**config.mk**
```make
export PLATFORM = sky130hd
export DESIGN_NAME = div_unit_flat
export DESIGN_NICKNAME = d
export VERILOG_FILES = /design/src/rtl/div_unit_if.sv /design/src/rtl/div_unit.sv /design/src/flat_wrapper.sv
export SDC_FILE = /design/constraint.sdc
export NUM_CORES = 1
export LEC_CHECK = 0
export CORE_ASPECT_RATIO = 2
export CORE_MARGIN = 5
export CORE_UTILIZATION = 35
export CTS_CLUSTER_SIZE = 24
export DETAILED_ROUTE_END_ITERATION = 8
export PLACE_DENSITY_LB_ADDON = 0.25
export SKIP_LAST_GASP = 1
export SLEW_MARGIN = 20
export SYNTH_ARGS = -nofsm -noshare
export SYNTH_HDL_FRONTEND = slang
export SYNTH_SLANG_ARGS = --single-unit
```
**constraint.sdc**
```tcl
create_clock -name clk -period 6.43 [get_ports clk]
set_input_delay 0.643 -clock clk [delete_from_list [all_inputs] [get_ports clk]]
set_output_delay 0.643 -clock clk [all_outputs]
set_load 0.02 [all_outputs]
```
**src/rtl/div_unit_if.sv**
```systemverilog
// div_unit_if: request/response bundle between a pipeline and the divider
interface div_unit_if #(parameter int CPU_WIDTH = 32);
  logic                 div_start_i;
  logic [1:0]           div_op_i;
  logic [CPU_WIDTH-1:0] dividend_i;
  logic [CPU_WIDTH-1:0] divisor_i;
  logic                 flush_i;
  logic [CPU_WIDTH-1:0] div_result_o;
  logic                 div_res_ready_o;
  logic                 div_busy_o;
  modport master (
    output div_start_i, div_op_i, dividend_i, divisor_i, flush_i,
    input  div_result_o, div_res_ready_o, div_busy_o
  );
  modport slave (
    input  div_start_i, div_op_i, dividend_i, divisor_i, flush_i,
    output div_result_o, div_res_ready_o, div_busy_o
  );
endinterface

```
**src/rtl/div_unit.sv**
```systemverilog
// div_unit: multi-cycle restoring radix-2 divider for DIV/DIVU/REM/REMU
module div_unit #(
  parameter int CPU_WIDTH     = 32,
  parameter int DIV_CNT_WIDTH = 6
) (
  input logic       clk,
  input logic       rst,
  div_unit_if.slave bus
);
  typedef enum logic [1:0] {IDLE, CALC, DONE} state_t;
  localparam logic [CPU_WIDTH-1:0] MIN = {1'b1, {(CPU_WIDTH-1){1'b0}}};
  state_t                 state, state_n;
  logic [DIV_CNT_WIDTH-1:0] cnt;
  logic                   rem_sel, dvd_neg, dvs_neg;
  logic [CPU_WIDTH-1:0]   rem, quo, dvs, result;
  logic                   accept, special, last, is_signed, no_borrow;
  logic [CPU_WIDTH:0]     rem_shift;
  logic [CPU_WIDTH-1:0]   rem_n, quo_n, fin, spec_res;
  always_comb begin
    accept    = state == IDLE && bus.div_start_i && !bus.flush_i;
    is_signed = !bus.div_op_i[0];
    special   = bus.divisor_i == '0 || (is_signed && bus.dividend_i == MIN && bus.divisor_i == '1);
    spec_res  = bus.divisor_i == '0 ? (bus.div_op_i[1] ? bus.dividend_i : '1) : (bus.div_op_i[1] ? '0 : MIN);
    last      = cnt == DIV_CNT_WIDTH'(CPU_WIDTH - 1);
    rem_shift = {rem, quo[CPU_WIDTH-1]};
    no_borrow = rem_shift >= {1'b0, dvs};
    rem_n     = no_borrow ? CPU_WIDTH'(rem_shift - {1'b0, dvs}) : rem_shift[CPU_WIDTH-1:0];
    quo_n     = {quo[CPU_WIDTH-2:0], no_borrow};
    fin       = rem_sel ? (dvd_neg ? -rem_n : rem_n) : (dvd_neg ^ dvs_neg ? -quo_n : quo_n);
  end
  always_ff @(posedge clk)
    state <= rst ? IDLE : state_n;
  always_comb
    state_n = bus.flush_i ? IDLE :
              state == IDLE ? (accept ? (special ? DONE : CALC) : IDLE) :
              state == CALC ? (last ? DONE : CALC) : IDLE;
  always_comb begin
    bus.div_busy_o      = state == CALC;
    bus.div_res_ready_o = state == DONE;
    bus.div_result_o    = result;
  end
  always_ff @(posedge clk)
    if (rst) begin
      cnt     <= '0;
      rem_sel <= 1'b0;
      dvd_neg <= 1'b0;
      dvs_neg <= 1'b0;
      rem     <= '0;
      quo     <= '0;
      dvs     <= '0;
      result  <= '0;
    end else if (accept) begin
      cnt     <= '0;
      rem_sel <= bus.div_op_i[1];
      dvd_neg <= is_signed && bus.dividend_i[CPU_WIDTH-1];
      dvs_neg <= is_signed && bus.divisor_i[CPU_WIDTH-1];
      rem     <= '0;
      quo     <= is_signed && bus.dividend_i[CPU_WIDTH-1] ? -bus.dividend_i : bus.dividend_i;
      dvs     <= is_signed && bus.divisor_i[CPU_WIDTH-1] ? -bus.divisor_i : bus.divisor_i;
      if (special) result <= spec_res;
    end else if (state == CALC && !bus.flush_i) begin
      cnt <= cnt + DIV_CNT_WIDTH'(1);
      rem <= rem_n;
      quo <= quo_n;
      if (last) result <= fin;
    end
endmodule

```
**src/flat_wrapper.sv**
```systemverilog
// flat-port wrapper written by rule: the top's interface ports become plain ports
module div_unit_flat 
#(
  parameter int CPU_WIDTH     = 32,
  parameter int DIV_CNT_WIDTH = 6
)
  (clk, rst, bus_div_start_i, bus_div_op_i, bus_dividend_i, bus_divisor_i, bus_flush_i, bus_div_result_o, bus_div_res_ready_o, bus_div_busy_o);
  div_unit_if #(.CPU_WIDTH(CPU_WIDTH)) bus_i ();
  input logic clk;
  input logic rst;
  input wire logic [$bits(bus_i.div_start_i)-1:0] bus_div_start_i;
  input wire logic [$bits(bus_i.div_op_i)-1:0] bus_div_op_i;
  input wire logic [$bits(bus_i.dividend_i)-1:0] bus_dividend_i;
  input wire logic [$bits(bus_i.divisor_i)-1:0] bus_divisor_i;
  input wire logic [$bits(bus_i.flush_i)-1:0] bus_flush_i;
  output wire logic [$bits(bus_i.div_result_o)-1:0] bus_div_result_o;
  output wire logic [$bits(bus_i.div_res_ready_o)-1:0] bus_div_res_ready_o;
  output wire logic [$bits(bus_i.div_busy_o)-1:0] bus_div_busy_o;
  assign bus_i.div_start_i = bus_div_start_i;
  assign bus_i.div_op_i = bus_div_op_i;
  assign bus_i.dividend_i = bus_dividend_i;
  assign bus_i.divisor_i = bus_divisor_i;
  assign bus_i.flush_i = bus_flush_i;
  assign bus_div_result_o = bus_i.div_result_o;
  assign bus_div_res_ready_o = bus_i.div_res_ready_o;
  assign bus_div_busy_o = bus_i.div_busy_o;
  div_unit #(.CPU_WIDTH(CPU_WIDTH), .DIV_CNT_WIDTH(DIV_CNT_WIDTH)) u_core (.clk(clk), .rst(rst), .bus(bus_i));
endmodule
```
==> impl_metrics.yaml <==
synth:
  syn_area_um2: 11300
  synth_fp_nets: 1666
  synth_common_cells: "nor2_1, a21oi_1, dfxtp_1"
  seq_area_frac_synth: 0.247
  ys_async_sr_fraction: 0
  ys_seq_elements: 139
  yosys.area.top_type: "dfxtp_1"
  synth_most_common_cell: "nor2_1"
  ys_warn_count: 0
  synth_cell_types: 88
  synth_top_area_frac: 0.247
  yosys_most_used_dff: "dfxtp_1"
  syn-mean-instance-area_um2: 7.25
  yosys-top-cells-area: "dfxtp_1, nor2_1, a211oi_1"
  syn_inst: 1557
  synth-edff-count: 0
grt:
  grt_max_degree: 67
  grt_usage: 0.249
  grt_pass1_vias: 11800
  grt_pass1_wl_mm: 68.6
  grt-ovfl-total: 0
  antenna_found_initial: 1
routing:
  met1_length_mm: 15.3
  ant_nets: 0
  routedWlPerCell_um: 22.1
  routed_wl_mm: 45.2
  vias: 11800
  vias_per_cell: 5.79
  drc_errors: 0
  top_layer_used: "met4"
  drt_pass1_iterations: 7
  route.met3.wl_mm: 1.33
  met2WireLength_mm: 24.7
  drt_iter0_markers: 778
worst_setup_path:
  arrival_ps: 5720
  worst-setup-path-type: "register to register"
  worstSetupStartpointType: "register"
  crit_fanout: 32
  reg2reg_slack_ps: 1080
  cpPeakStageDelay_ps: 720
  crit_top_cell: "ha_1"
  cp_slowest_cell: "nor3b_1"
  crit_path_cell_trace: "inv_1 > ha_1 > a21oi_1 > o21ai_2 > a21oi_2 > o311ai_2 > or2_2 > inv_4 > ha_1 > nand2_1 > nor3b_1 > and3_1 > a31oi_1 > xor2_1 > o221ai_1 > a211oi_2"
  crit_path_end_kind: "register"
  required_ps: 6800
finish:
  diodes: 0
  final_net_count: 1716
  drive_gt1_frac: 0.0580
  fill_cells: 3310
  final_cell_area_um2: 13300
  area_delta_synth_final_pct: 17.5
  post-route-util: 0.415
clock_network:
  cts_buffer_depth: 2
  clk_latency_ps: 450
  cts_max_level: 4
  numClockSinks: 139
  cts_setup_buffers: 0
  cts_buffers: 17
  hold_buffers: 0
  clkTransAtPathRegs_ps: 70
  root_buffer: "clkbuf_16"
  cts_resized: 0
  tritoncts: "done"
die:
  die_y_um: 264
  dieArea_um2: 36200
  die_w_um: 137
  io_pins: 104
  core-area_um2: 32000
  start_util: 0.353
  core.rowCount: 93
pwr:
  ir_worst_vdd_mv: 0.162
  pwr-share-seq: 0.313
  internal_power_mw: 1.81
  p_per_area_nw_per_um2: 220
  switching_power_mw: 1.11
  comb_power_share: 0.328
  power.leakage_nw: 4.72
  sw_frac_of_total: 0.380
  power_frac_clock: 0.359
sta:
  rsz0062_at_grt: "no"
  setup_violations: 0
  period_needed_ps: 5350
  fin_setup_tns_ps: 0
  drv_slew: 0
  worstMarginPinSlew_ps: 1160
  slew_headroom: 0.219
  hold_ws_ps: 439
  fin_crit_sh: 0.832
  hold_viol_final: 0
  fmax_ghz: 0.187
  fin_worst_skew_ps: 10.9
place:
  place_area_um2: 12700
  place_congestion: 0.942
  portBuffers: 103
  dp_hpwl_mm: 35.9
run_status:
  status: "completed"
worst_hold_path:
  hold_class: "register to register"
job:
  maxCapViolCount: 0
==> critical path: cells and delay by family (launching register included) <==
family	cells	cell delay (ps)
xor+xnor	1	160
flops	1	330
buf+inv	2	450
fa+ha+maj	2	690
compound gates	7	1790
simple gates	4	1820
==> power by group through the flow <==
stage | clock network (mW) | registers, mW | logic [mW]
6_report | 1.05 | 0.913 | 0.957
5_1_grt | 1.09 | 0.916 | 1.03
4_1_cts | 1.07 | 0.913 | 0.946
3_5_place_dp | 0 | 0.932 | 0.939
3_3_place_gp | 0 | 0.932 | 0.938
2_1_floorplan | 0 | 0.923 | 0.632
==> cells in the final DEF (no fill, tap or decap), types with 15 or more instances in the layout <==
cell	count
a211oi_1	95
a21oi_1	139
a31oi_1	24
and2_1	15
buf_4	24
clkbuf_16	17
clkdlybuf4s50_1	102
dfxtp_1	139
ha_1	38
inv_1	60
nand2_1	118
nand3_1	16
nand4_1	20
nor2_1	242
nor3_1	37
nor4_1	23
o211ai_1	19
o21ai_0	92
o31ai_1	15
or3_1	18
xnor2_1	73
xor2_1	51
==> registers in the layout, indices dropped and copies added, names as in the netlist <==
name and cells:
u_core.cnt 6, u_core.rem 32, u_core.rem_sel 1, u_core.state 2, u_core.dvs_neg 1, u_core.dvd_neg 1, u_core.dvs 32, u_core.bus.div_result_o 32
u_core.quo 32
==> through the flow <==
stage	worst slack, ps	total power [mW]	instances
after CTS	1130	2.93	2047
after global routing	892	3.04	2047
after detailed placement	1150	1.87	2015
after global placement	1250	1.87	2015
final	1080	2.92	2047
after floorplan	1730	1.56	1557
==> layer usage <==
layer  up-vias  global-route usage
li1       5788                   -
met1      5592               0.238
met2       334               0.469
met3       130              0.0278
met4         0               0.191
met5         -                   0
==> kinds of logic (layout without fill, tap and decap cells) <==
group | count (synthesis) | in the layout | share of synthesized area
xor+xnor | 125 | 125 | 0.0970
fa+ha+maj | 39 | 39 | 0.0439
buf+inv | 157 | 220 | 0.0566
simple gates | 571 | 571 | 0.239
compound gates | 508 | 508 | 0.300
mux | 18 | 18 | 0.0175
flops | 139 | 139 | 0.247
==> layout make-up <==
cell class / instances / area, µm² / area share
Multi-Input combinational cell: 1261 / 7910 / 0.596
Timing Repair Buffer: 127 / 1210 / 0.0909
Clock buffer: 17 / 425 / 0.0321
Inverter: 61 / 231 / 0.0174
Clock inverter: 15 / 183 / 0.0138
Sequential cell: 139 / 2780 / 0.210
Tap cell: 427 / 534 / 0.0403
==> final timing paths <==
path,from,to,cells after the start
setup / recovery,u_core.dvs[18]$_SDFFE_PP0P_,u_core.bus.div_result_o[28]$_SDFFE_PP0P_,16
hold / removal,u_core.bus.div_result_o[19]$_SDFFE_PP0P_,u_core.bus.div_result_o[19]$_SDFFE_PP0P_,2
setup reg to reg,u_core.dvs[18]$_SDFFE_PP0P_,u_core.bus.div_result_o[28]$_SDFFE_PP0P_,16
hold reg to reg,u_core.bus.div_result_o[19]$_SDFFE_PP0P_,u_core.bus.div_result_o[19]$_SDFFE_PP0P_,2
(Power assumes the default switching activity.)
==> RTL change: new RTL, same flow settings <==
`CPU_WIDTH` is set to 32 in 3 places; all go to 16.
--- a/src/rtl/div_unit_if.sv
+++ b/src/rtl/div_unit_if.sv
@@ -1,4 +1,4 @@
 // div_unit_if: request/response bundle between a pipeline and the divider
-interface div_unit_if #(parameter int CPU_WIDTH = 32);
+interface div_unit_if #(parameter int CPU_WIDTH = 16);
   logic                 div_start_i;
   logic [1:0]           div_op_i;
--- a/src/rtl/div_unit.sv
+++ b/src/rtl/div_unit.sv
@@ -1,5 +1,5 @@
 // div_unit: multi-cycle restoring radix-2 divider for DIV/DIVU/REM/REMU
 module div_unit #(
-  parameter int CPU_WIDTH     = 32,
+  parameter int CPU_WIDTH     = 16,
   parameter int DIV_CNT_WIDTH = 6
 ) (
--- a/src/flat_wrapper.sv
+++ b/src/flat_wrapper.sv
@@ -2,5 +2,5 @@
 module div_unit_flat 
 #(
-  parameter int CPU_WIDTH     = 32,
+  parameter int CPU_WIDTH     = 16,
   parameter int DIV_CNT_WIDTH = 6
 )
Interface: changed (resized bus_div_result_o, bus_dividend_i and bus_divisor_i); port bits go from 104 to 56. The function was not compared with the original's and may differ.
==> RTL change against the unedited design <==
  * Global-route usage is 4.4 points lower
  * Worst hold slack better by 0.012 ns
  * Cell area is 49% lower
  * Count of clock-buffer cells in the layout is 8 lower
  * Die area is 47% lower
  * Largest power group unchanged
  * Sequential cell count is 64 lower
  * Critical endpoint is now u_core.bus.div_result_o[14]$_SDFFE_PP0P_
  * Area after synthesis is 49% lower
  * Maximum frequency is 41% higher
  * Combinational power is 52% lower
  * Total power is 47% lower
  * Worst setup slack better by 1.5 ns
  * Routed wire length is 58% lower
==> RTL change: results <==
export IMPL_status="completed"
export IMPL_clock_sinks=75
export IMPL_crit_arrival_ns=4.08
export IMPL_hpwl_um=14800
export IMPL_drive_gt1_frac=0.0553
export IMPL_wl_um=19200
export IMPL_yosys_top_cells_count="nor2_1 (99), nand2_1 (96), dfxtp_1 (75), a21oi_1 (71), o21ai_0 (41)"
export IMPL_met1_usage=0.203
export IMPL_synth_compound_area_frac=0.272
export IMPL_signal_buffers=61
export IMPL_synthXorXnorAreaFrac=0.0895
export IMPL_relSlewSlack=0.347
export IMPL_rr_worst_depth=14
export IMPL_gp_congestion=0.937
export IMPL_fin_nets=870
export IMPL_num_clock_buffers=9
export IMPL_seq_area_um2=1500
export IMPL_multi_input_area_share=0.583
export IMPL_crit_fanout=24
export IMPL_nonClkBufAreaFrac=0.0872
export IMPL_inverters_excl_clock=35
export IMPL_critPathSlowestCell="o21ai_1"
export IMPL_grt_total_usage=0.205
export IMPL_insertion_delay_ns=0.35
export IMPL_dr_pass1_iters=4
export IMPL_vias_per_cell=5.64
export IMPL_rrSetupSlack_ns=2.63
export IMPL_finClkSkew_ns=0.00873
export IMPL_cpLargestDelayFamily="compound AO/OA/AOI/OAI gates"
export IMPL_ys_seq_area_frac=0.260
export IMPL_drtIter0Drc=290
RTL change: cell types whose count changed in the layout (fill, tap and decap cells not counted), sizes merged, moves of 20 or more:
cell	change
nor2	-144
xnor2	-43
a31oi	-20
dfxtp	-64
nand2	-22
a21oi	-68
clkdlybuf4s50	-48
xor2	-23
o21ai	-55
inv	-34
a211oi	-75
RTL change: power by group through the flow:
stage / combinational (mW) / sequential (mW) / clock, mW
after floorplan: 0.338 / 0.502 / 0
after global placement: 0.454 / 0.512 / 0
after detailed placement: 0.450 / 0.512 / 0
after CTS: 0.455 / 0.502 / 0.604
after global routing: 0.498 / 0.505 / 0.625
final: 0.456 / 0.502 / 0.594
RTL change: worst min-delay path by stage:
| stage | start | end | slack, ns | cells after the start |
|---|---|---|---|---|
| 2_1_floorplan | u_core.dvs[14]$_SDFFE_PP0P_ | u_core.dvs[14]$_SDFFE_PP0P_ | 0.43 | 2 |
| 3_3_place_gp | u_core.bus.div_result_o[1]$_SDFFE_PP0P_ | u_core.bus.div_result_o[1]$_SDFFE_PP0P_ | 0.45 | 2 |
| 3_5_place_dp | u_core.bus.div_result_o[1]$_SDFFE_PP0P_ | u_core.bus.div_result_o[1]$_SDFFE_PP0P_ | 0.45 | 2 |
| 4_1_cts | u_core.bus.div_result_o[1]$_SDFFE_PP0P_ | u_core.bus.div_result_o[1]$_SDFFE_PP0P_ | 0.45 | 2 |
| 5_1_grt | u_core.bus.div_result_o[1]$_SDFFE_PP0P_ | u_core.bus.div_result_o[1]$_SDFFE_PP0P_ | 0.48 | 2 |
| 6_report | u_core.bus.div_result_o[1]$_SDFFE_PP0P_ | u_core.bus.div_result_o[1]$_SDFFE_PP0P_ | 0.45 | 2 |
RTL change: cells by family (layout without fill, tap and decap cells):
kind of cell | after synthesis | in the layout
compound gates | 228 | 228
mux | 11 | 11
buf+inv | 81 | 112
fa+ha+maj | 23 | 23
simple gates | 306 | 306
xor+xnor | 59 | 59
flops | 75 | 75
RTL change: per-stage QoR:
stage | instances | total power, mW | hold slack (ns) | cell area (µm²) | setup slack [ns]
2_1_floorplan | 783 | 0.840 | 0.432 | 5770 | 3.16
3_3_place_gp | 1002 | 0.966 | 0.447 | 6420 | 2.42
3_5_place_dp | 1002 | 0.962 | 0.446 | 6420 | 2.35
4_1_cts | 1018 | 1.56 | 0.454 | 6770 | 2.62
5_1_grt | 1018 | 1.63 | 0.481 | 6770 | 2.25
6_report | 1018 | 1.55 | 0.451 | 6770 | 2.63
RTL change: per-layer routing:
metal | vias up | share of wire
met5 | - | 0
met4 | 0 | 0.065
met3 | 56 | 0.025
met2 | 123 | 0.55
met1 | 2696 | 0.36
li1 | 2865 | -
